$ cat src/rtl/biu_constants_pkg.sv
// -----------------------------------------------------------------------------
// biu_constants_pkg
//  Shared constants of the data bus interface unit. Only the access-size
//  encoding is needed by the dmem arbiter.
// -----------------------------------------------------------------------------
package biu_constants_pkg;

   typedef enum logic [1:0] {
      BIU_SIZE_BYTE = 2'd0,
      BIU_SIZE_HALF = 2'd1,
      BIU_SIZE_WORD = 2'd2
   } biu_size_t;

endpackage

$ cat src/rtl/dmem_arb_pkg.sv
// -----------------------------------------------------------------------------
// dmem_arb_pkg
//  Types and helpers of the dmem round-robin arbiter:
//   arb_state_t  two-state arbiter FSM encoding
//   rr_pick()    round-robin search over a request vector (up to RR_MAX_PORTS)
// -----------------------------------------------------------------------------
package dmem_arb_pkg;

   typedef enum logic {ARB_IDLE, ARB_BUSY} arb_state_t;

   localparam int RR_MAX_PORTS = 16;
   localparam int RR_IDX_W     = 4;

   typedef struct packed {
      logic                valid;
      logic [RR_IDX_W-1:0] idx;
   } rr_pick_t;

   // First set bit of req[n-1:0], searching cyclically from last+1.
   // last must be below n, so a single wrap keeps the index in range.
   function automatic rr_pick_t rr_pick(input logic [RR_MAX_PORTS-1:0] req,
                                        input logic [RR_IDX_W-1:0]     last,
                                        input int                      n);
      rr_pick_t res;
      int       j;
      res = '0;
      for (int i = 1; i <= RR_MAX_PORTS; i++) begin
         j = int'(last) + i;
         if (j >= n) j = j - n;
         if ((i <= n) && !res.valid && req[j[RR_IDX_W-1:0]]) begin
            res.valid = 1'b1;
            res.idx   = j[RR_IDX_W-1:0];
         end
      end
      return res;
   endfunction

endpackage

$ cat src/rtl/dmem_rr_pick.sv
// -----------------------------------------------------------------------------
// dmem_rr_pick
//  Combinational round-robin selector.
//  Ports:
//   req    in  PORTS       request vector
//   start  in  clog2(PORTS) pointer of the last winner; search begins at start+1
//   idx    out clog2(PORTS) selected channel
//   valid  out 1           at least one request present
// -----------------------------------------------------------------------------
module dmem_rr_pick
   import dmem_arb_pkg::*;
#(
   parameter int PORTS = 2
) (
   input  logic [PORTS-1:0]         req,
   input  logic [$clog2(PORTS)-1:0] start,
   output logic [$clog2(PORTS)-1:0] idx,
   output logic                     valid
);

   localparam int IW = $clog2(PORTS);

   logic [RR_MAX_PORTS-1:0] req_ext;
   rr_pick_t                res;
   logic                    unused_pick;

   always_comb begin
      req_ext            = '0;
      req_ext[PORTS-1:0] = req;
      res                = rr_pick(req_ext, RR_IDX_W'(start), PORTS);
   end

   assign idx         = res.idx[IW-1:0];
   assign valid       = res.valid;
   assign unused_pick = ^res;

endmodule

$ cat src/rtl/dmem_rr_arbiter.sv
// -----------------------------------------------------------------------------
// dmem_rr_arbiter
//  Merges PORTS core-side dmem request channels onto one dmem bus with
//  round-robin fairness and zero-bubble back-to-back grants. Responses are
//  steered to the granted channel only; read data is broadcast.
//  Optional feature macro: DMEM_ARB_TIMEOUT_EN (forced error after TIMEOUT
//  BUSY cycles without ack/err, sticky tmo_flag).
//  Ports:
//   clk, rstn                        clock, asynchronous active-low reset
//   port_req/adr/d/we/size           per-channel request side (flat vectors)
//   port_q                           mem_q replicated to every channel
//   port_ack/err/misaligned/page_fault  responses, granted channel only
//   mem_req/adr/d/we/size            muxed request to the BIU
//   mem_q/ack/err/misaligned/page_fault responses from the BIU
//   tmo_flag                         sticky timeout indicator
// -----------------------------------------------------------------------------
module dmem_rr_arbiter
   import biu_constants_pkg::*;
   import dmem_arb_pkg::*;
#(
   parameter int XLEN    = 32,
   parameter int PORTS   = 2,
   parameter int TIMEOUT = 255
) (
   input  logic                  clk,
   input  logic                  rstn,
   input  logic [PORTS-1:0]      port_req,
   input  logic [PORTS*XLEN-1:0] port_adr,
   input  logic [PORTS*XLEN-1:0] port_d,
   input  logic [PORTS-1:0]      port_we,
   input  biu_size_t [PORTS-1:0] port_size,
   output logic [PORTS*XLEN-1:0] port_q,
   output logic [PORTS-1:0]      port_ack,
   output logic [PORTS-1:0]      port_err,
   output logic [PORTS-1:0]      port_misaligned,
   output logic [PORTS-1:0]      port_page_fault,
   output logic                  mem_req,
   output logic [XLEN-1:0]       mem_adr,
   output logic [XLEN-1:0]       mem_d,
   output logic                  mem_we,
   output biu_size_t             mem_size,
   input  logic [XLEN-1:0]       mem_q,
   input  logic                  mem_ack,
   input  logic                  mem_err,
   input  logic                  mem_misaligned,
   input  logic                  mem_page_fault,
   output logic                  tmo_flag
);

   localparam int IW = $clog2(PORTS);

   arb_state_t      state_q, state_d;
   logic [IW-1:0]   grant_q, grant_d;
   logic [IW-1:0]   last_q, last_d;
   logic            tmo_flag_q, tmo_flag_d;

   logic            busy;
   logic            ack_or_err;
   logic            tmo_hit;
   logic [PORTS-1:0] grant_oh;
   logic [PORTS-1:0] pick_req;
   logic [IW-1:0]   pick_start;
   logic [IW-1:0]   pick_idx;
   logic            pick_vld;

   logic [XLEN-1:0] adr_arr [PORTS];
   logic [XLEN-1:0] dat_arr [PORTS];

   assign busy       = (state_q == ARB_BUSY);
   assign ack_or_err = mem_ack | mem_err;

   genvar gi;
   generate
      for (gi = 0; gi < PORTS; gi++) begin : g_chan
         assign grant_oh[gi] = (grant_q == IW'(gi));
         assign adr_arr[gi]  = port_adr[gi*XLEN +: XLEN];
         assign dat_arr[gi]  = port_d[gi*XLEN +: XLEN];
      end
   endgenerate

   // In BUSY the completing channel is excluded, so a lone requester only
   // wins again after passing through IDLE.
   always_comb begin
      pick_req   = busy ? (port_req & ~grant_oh) : port_req;
      pick_start = busy ? grant_q : last_q;
   end

   dmem_rr_pick #(.PORTS(PORTS)) u_pick (
      .req   (pick_req),
      .start (pick_start),
      .idx   (pick_idx),
      .valid (pick_vld)
   );

   // Bus side is driven purely from registered state and grant.
   assign mem_req  = busy;
   assign mem_adr  = adr_arr[grant_q];
   assign mem_d    = dat_arr[grant_q];
   assign mem_we   = port_we[grant_q];
   assign mem_size = port_size[grant_q];
   assign port_q   = {PORTS{mem_q}};
   assign tmo_flag = tmo_flag_q;

`ifdef DMEM_ARB_TIMEOUT_EN
   localparam int CW = $clog2(TIMEOUT + 1);

   logic [CW-1:0] cnt_q, cnt_d;

   // Fires in the TIMEOUT-th BUSY cycle of a grant; a real ack in that
   // same cycle still wins.
   assign tmo_hit = busy && !ack_or_err && (cnt_q == CW'(TIMEOUT - 1));

   always_comb begin
      cnt_d = cnt_q;
      if (pick_vld && (!busy || ack_or_err)) cnt_d = '0;
      else if (busy && !ack_or_err)          cnt_d = cnt_q + 1'b1;
   end

   always_ff @(posedge clk or negedge rstn) begin
      if (!rstn) cnt_q <= '0;
      else       cnt_q <= cnt_d;
   end
`else
   logic unused_tmo;
   assign tmo_hit    = 1'b0;
   assign unused_tmo = (TIMEOUT > 0);
`endif

   always_comb begin
      state_d         = state_q;
      grant_d         = grant_q;
      last_d          = last_q;
      tmo_flag_d      = tmo_flag_q;
      port_ack        = '0;
      port_err        = '0;
      port_misaligned = '0;
      port_page_fault = '0;
      case (state_q)
         ARB_IDLE: begin
            // Responses arriving in IDLE belong to nobody and are dropped.
            if (pick_vld) begin
               grant_d = pick_idx;
               last_d  = pick_idx;
               state_d = ARB_BUSY;
            end
         end
         ARB_BUSY: begin
            port_misaligned = grant_oh & {PORTS{mem_misaligned}};
            port_page_fault = grant_oh & {PORTS{mem_page_fault}};
            if (ack_or_err) begin
               port_ack = grant_oh & {PORTS{mem_ack}};
               port_err = grant_oh & {PORTS{mem_err}};
               if (pick_vld) begin
                  grant_d = pick_idx;
                  last_d  = pick_idx;
               end else begin
                  state_d = ARB_IDLE;
               end
            end else if (tmo_hit) begin
               port_err   = grant_oh;
               tmo_flag_d = 1'b1;
               state_d    = ARB_IDLE;
            end
         end
         default: state_d = ARB_IDLE;
      endcase
   end

   always_ff @(posedge clk or negedge rstn) begin
      if (!rstn) begin
         state_q    <= ARB_IDLE;
         grant_q    <= '0;
         last_q     <= IW'(PORTS - 1);
         tmo_flag_q <= 1'b0;
      end else begin
         state_q    <= state_d;
         grant_q    <= grant_d;
         last_q     <= last_d;
         tmo_flag_q <= tmo_flag_d;
      end
   end

   // A granted channel must hold its request until the transfer completes.
   a_req_held: assert property (@(posedge clk) disable iff (!rstn)
      (busy && !ack_or_err && !tmo_hit) |-> port_req[grant_q]);

endmodule
$ cat config.mk
export PLATFORM = sky130hd
export DESIGN_NAME = dmem_rr_arbiter
export DESIGN_NICKNAME = d
export VERILOG_FILES = /design/src/rtl/biu_constants_pkg.sv /design/src/rtl/dmem_arb_pkg.sv /design/src/rtl/dmem_rr_pick.sv /design/src/rtl/dmem_rr_arbiter.sv
export SDC_FILE = /design/constraint.sdc
export NUM_CORES = 1
export LEC_CHECK = 0
export BUFFER_PORTS_ARGS = -buffer_cell sky130_fd_sc_hd__buf_2
export CAP_MARGIN = 30
export CELL_PAD_IN_SITES_DETAIL_PLACEMENT = 0
export CELL_PAD_IN_SITES_GLOBAL_PLACEMENT = 1
export CORE_AREA = 4 4 119 121
export DETAILED_ROUTE_END_ITERATION = 8
export DIE_AREA = 0 0 123 125
export PLACE_DENSITY = 0.79
export SETUP_SLACK_MARGIN = 0.2
export SYNTH_ARGS = -nofsm -noshare
export SYNTH_HDL_FRONTEND = slang
export SYNTH_SLANG_ARGS = --single-unit
$ cat constraint.sdc
create_clock -name clk -period 1.4 [get_ports clk]
set_clock_uncertainty 0.15 [all_clocks]
set_input_delay 0.07 -clock clk [delete_from_list [all_inputs] [get_ports clk]]
set_output_delay 0.07 -clock clk [all_outputs]
set_load 0.05 [all_outputs]
==> impl_results.md, run 1 <==
* Crit Path Max Fanout at 20
* Initial antenna violation count at 1
* Xor/xnor cell area share of the yosys netlist at 0
* Post-Layout Inst Area at 3750 sq um
* GR Util met2 at 0.168
* Max-Cap Viols at 0
* Crit-path slowest cell: dfrtp_4
* Post-synth cell types at 25
* Port bufs at 217
* Fmax at 591 MHz
* Synth top area share at 0.383
* Core area at 13100 sq um
* Worst hold path class: in -> async
* Sink Count at 3
* Post-synth EDFFs at 0
* GRT Residual Overflow at 0
* Largest net degree at the start of global routing at 21
* Post-synth ARST share at 1.00
* Worst R2R End: grant_q
* Setup_tns at -19.25 ns
* Die Y at 125 um
* WP data required at 1.18 ns
* Starting Density at 0.123
* First-pass GRT wire length at 10500 um
* Worst path top cell family by delay: flip-flops
* H-tree depth at 1
* Dpl cell area at 2780 sq um
* Status: finished, violations left
* Post-synthesis simple-gate area fraction at 0.0651
* Tmin final at 1.69 ns
* Met3 Use GR at 0.0321
* Synth top area cells: mux2_2, buf_4, mux2_4, dfrtp_1, buf_6
* Pwr per Cell Area at 1520 nW/um^2
* Final Hold Vio Count at 0
* CTS tree: yes
* CP Capture Type: output port
* Nets at 537
* Critical Path Start Type: register
* Crit path launch: grant_q
* Syn_nets at 345
* Top post-synthesis cells by count: buf_4, mux2_2, mux2_4, buf_2
* Syn Area/Cell at 9.45 sq um
* Rows at 42
* CP Class: reg -> out
* R2r startpoint: grant_q
* GRT Total Usage at 0.0853
* Cell area after synthesis at 1620 sq um
* Clock transition at path regs at 0.03 ns
* Crit path DAT at 1.47 ns
* Fin util at 0.287
* Via count at 2003
* WL final at 7740 um
* CP max stage delay at 0.55 ns
* Routability Congestion at 0.729
* GRT busiest layer: met2
* Setup WS post-layout at -0.292 ns
* Fillers at 1355
* Yosys warns at 0
* RSZ-0062 raised after global routing: true
* Largest family of logic cells by synthesized area: multiplexers
* Fin. max-slew vios at 0
* CTS max path bufs at 2
* Root buf cell: clkbuf_16
* IO Pins at 315
* Antenna diodes at 0
* Number of global-route vias before repair at 2196
* DRT Pass-1 Iters at 4
* Worst Setup EP: mem_d[0]
* Crit path depth at 3
* Avg WL per Cell at 14.4 um
* Peak VDD IR at 0.366 mV
* Worst path bufs/invs at 2
* Leakage at 2.21 nW
* Die area at 15400 sq um
* Mux cell area share after synthesis at 0.501
* Sequential area share after synthesis at 0.0473
* Cell with the most instances after synthesis: buf_4
* Post-Syn Instances at 171
* Reg2Reg Depth at 6
* Via density per instance at 3.72
* Complex-gate fraction of the synthesized area at 0.0356
* DRT antenna net count at 0
* Die Wd at 123 um
* Drt drc at 0
* Leading area contributor after synthesis: mux2_2
* Initial DRC Count at 18
* Sequence of cells on the critical path: buf_12, mux2_4, buf_6
* Setup violators final at 77
* TritonCTS Buffers at 3
* Met1 usage in global routing at 0.0796
* Share of cells above drive strength 1 at 0.867
* Tcrit/Tclk final at 1.21
* Final HPWL DP at 5910 um
* Relative slew margins at 0.305
* Worst Tran Pin Value at 1.05 ns
* Top_reg_cell synth: dfrtp_1
* Clock latency on the worst-skew pair at 0.22 ns
* Adder-cell share of the synthesized area at 0
* Yosys reg bits at 3
* Worst R2R Setup Slack at -0.18 ns
* P&R area growth vs syn at 132%
* Violated checks: negative setup slack
==> how the worst min path moves through the flow <==
stage                     slack (ns)  cells after the start  endpoint  start
after floorplan                -0.38                      0   grant_q   rstn
after global placement         -0.28                      1   grant_q   rstn
after detailed placement       -0.28                      1   grant_q   rstn
after CTS                       0.03                      2   grant_q   rstn
after global routing            0.03                      2   grant_q   rstn
final                           0.03                      2   grant_q   rstn
==> layer usage <==
metal	vias to the layer above	share of wire	wire length (um)
li1	908	-	-
met3	8	0.14	1110
met5	-	0.00090	7
met4	2	0.011	84
met2	171	0.52	4030
met1	914	0.32	2510
==> registers in the layout, summed over array words and instances, names as in the netlist <==
register	flops
grant_q	1
mem_req	1
last_q	1
==> final cells by class <==
type                    count  area [sq um]  share of cell area
multi-input cells          93          1220               0.326
repair buffers            262          2150               0.573
flip-flops and latches      3          81.3              0.0217
clock buffers               4          78.8              0.0210
well taps                 176           220              0.0586
==> worst register-to-register path: cells and delay by family, from the launching register on <==
family | cells | cell delay [ns]
AOI/OAI and AO/OA | 2 | 0.13
buffers and inverters | 3 | 0.43
DFF | 1 | 0.55
and+or+nand+nor | 1 | 0.18
==> layout by cell type (no fill, tap or decap), drive strengths merged, types with 2 or more instances in the layout <==
cell type,Yosys,layout
mux2,67,67
and3,4,4
buf,75,227
nand2,3,3
o211ai,2,2
dlymetal6s4s,0,32
dlygate4sd3,0,3
clkbuf,0,4
dfrtp,2,2
and2,4,4
==> logic make-up (layout without fill, tap and decap cells) <==
logic type | Yosys count | in the layout
buf+inv | 75 | 266
mux | 68 | 68
simple gates | 17 | 17
compound gates | 7 | 7
flops | 3 | 3
other cells | 1 | 1
==> per-stage QoR <==
stage	setup slack [ns]	power, mW	cells	hold slack (ns)
final	-0.292	5.72	538	0.0331
after global routing	-0.324	5.93	538	0.0313
after CTS	-0.293	5.72	538	0.0339
after detailed placement	-0.0902	4.13	497	-0.280
after global placement	-0.0742	4.12	497	-0.281
after floorplan	0.00509	3.89	171	-0.376
==> repair_timing <==
action | in CTS | in global routing
hold endpoints to repair | 70 | 0
gates resized for setup | 138 | 33
buffers inserted | 1 | 0
gates cloned | 1 | 0
hold buffers | 35 | 0
pin swaps | 3 | 1
setup endpoints to repair | 78 | 142
==> power by group <==
part	internal [mW]	switching [mW]	leakage, nW
combinational	2.15	2.90	2.14
clock	0.376	0.0806	0.0382
sequential	0.137	0.0771	0.0317
total	2.66	3.06	2.21
(Power assumes the default switching activity.)
==> run 2: changes to the inputs <==
--- a/config.mk
+++ b/config.mk
@@ -12,7 +12,7 @@
 export CORE_AREA = 4 4 119 121
 export DETAILED_ROUTE_END_ITERATION = 8
 export DIE_AREA = 0 0 123 125
-export PLACE_DENSITY = 0.79
+export PLACE_DENSITY_LB_ADDON = 0.25
 export SETUP_SLACK_MARGIN = 0.2
 export SYNTH_ARGS = -nofsm -noshare
 export SYNTH_HDL_FRONTEND = slang
==> run 2 against run 1 <==
Largest power group unchanged; the run still ends with negative setup slack left; fmax increased by 1.4%; worst hold slack improved by 0.022 ns; critical endpoint is now mem_we; global-route usage shrank 0.50 points; setup slack better by 0.024 ns; sequential share of layout area about the same; via count decreased by 2.7%; largest cell class unchanged; sequential power is essentially flat; combinational power is 2% lower.
==> impl_results.md, run 2 (synthesis results as in run 1) <==
* Die area at 15400 sq um
* Clock network fraction of design power at 0.081
* Total power at 5.61 mW
* Initial antenna violation count at 0
* Worst R2R Setup Slack at 0.02 ns
* Leakage at 2.19 nW
* Fin Hold WS at 0.0554 ns
* TritonCTS Buffers at 3
* Fillers at 1361
* Status: finished, violations left
* Root buf cell: clkbuf_16
* Worst hold path class: in -> async
* Tmin final at 1.67 ns
* Setup WS post-layout at -0.268 ns
* Clock transition at path regs at 0.03 ns
* Place WS at -0.0832 ns
* Via count at 1948
* P_int at 2.58 mW
* Max-Cap Viols at 0
* WP data required at 1.18 ns
* WL final at 7260 um
* Combinational Power Share at 0.881
* Nets at 536
* Rows at 42
* Tcrit/Tclk final at 1.19
* Worst R2R End: grant_q
* Port bufs at 217
* Final Hold Vio Count at 0
* R2r startpoint: grant_q
* Clock latency on the worst-skew pair at 0.22 ns
* Sink Count at 3
* Antenna diodes at 0
* DRT antenna net count at 0
* CTS tree: yes
* RSZ-0062 raised after global routing: true
* Sequence of cells on the critical path: buf_12, mux2_4, buf_6
* Relative slew margins at 0.334
* Crit Path Max Fanout at 24
* H-tree depth at 1
* GRT Residual Overflow at 0
* P&R area growth vs syn at 129%
* Largest net degree at the start of global routing at 25
* CP max stage delay at 0.53 ns
* Routability Congestion at 0.754
* Share of cells above drive strength 1 at 0.867
* Core area at 13100 sq um
* Crit path DAT at 1.45 ns
* Pwr per Cell Area at 1520 nW/um^2
* Crit path launch: grant_q
* Commonest non-fill, non-tap cell in the layout: buf_2
* Starting Density at 0.123
* IO Pins at 315
* Crit-path slowest cell: dfrtp_4
* Sw Share at 0.539
* Drt drc at 0
* Violated checks: negative setup slack
* Number of global-route vias before repair at 2033
* Final cell count without fillers at 537
* CP Capture Type: output port
* Via density per instance at 3.63
* Die Y at 125 um
* Critical Path Start Type: register
* DRT Pass-1 Iters at 4
* Final HPWL DP at 5770 um
* Initial DRC Count at 35
* Reg power frac at 0.038
* Setup violators final at 75
* Fin. max-slew vios at 0
* Peak VDD IR at 0.393 mV
* Worst Tran Pin Value at 1.00 ns
* Net Switching at 3.02 mW
* Reg2Reg Depth at 4
* First-pass GRT wire length at 9800 um
* Placed Cells at 496
* Avg WL per Cell at 13.5 um
* Die Wd at 123 um
* Setup_tns at -17.53 ns
* Most frequent cells in the layout: buf_2, mux2_4, buf_6, dlymetal6s4s_1, buf_4
* Fmax at 600 MHz
* CTS max path bufs at 2
* CP Class: reg -> out
* GRT Total Usage at 0.0803
-- run 2: worst max-delay path, delay by kind of cell, from the launching register on --
kind,cells,cell delay [ns]
buffers and inverters,2,0.36
flip-flops,1,0.53
multiplexers,1,0.33
-- run 2: power by group through the flow --
stage / Sequential [mW] / Clock [mW] / Combinational (mW)
final: 0.214 / 0.454 / 4.94
after CTS: 0.211 / 0.461 / 4.91
after floorplan: 0.178 / 0 / 3.71
after detailed placement: 0.211 / 0 / 3.82
after global placement: 0.209 / 0 / 3.82
after global routing: 0.221 / 0.472 / 5.13
-- run 2: area by class of cell --
cell class	instances	area, sq um	share of cell area
multi-input combinational	93	1230	0.333
sequential	3	81.3	0.0220
tap	176	220	0.0596
timing repair buffer	261	2080	0.564
clock buffer	4	78.8	0.0213
-- run 2: layer usage --
layer | track usage | part of all wire | up-vias
met3 | 0.0212 | 0.13 | 4
met2 | 0.172 | 0.57 | 162
met5 | 0 | 0 | -
met4 | 0.0274 | 0.013 | 0
li1 | - | - | 906
met1 | 0.0667 | 0.29 | 876
-- run 2: worst max path at each step --
| stage | cells after the start | to |
|---|---|---|
| 2_1_floorplan | 3 | grant_q |
| 3_3_place_gp | 3 | mem_we |
| 3_5_place_dp | 3 | mem_we |
| 4_1_cts | 3 | mem_adr[27] |
| 5_1_grt | 3 | mem_we |
| 6_report | 3 | mem_we |
-- run 2: what timing repair did --
action,in CTS,in global routing
gates resized for setup,146,37
cloned,0,0
hold buffers,35,0
setup buffers,1,1
pin swaps,0,1
endpoints found under the hold margin,69,0
endpoints found under the setup margin,79,142
-- run 2: metrics by stage --
step	util	instance area, sq um
global route	0.282	3690
global placement	0.206	2700
finish	0.282	3690
CTS	0.274	3580
detailed placement	0.206	2700
floorplan	-	1920
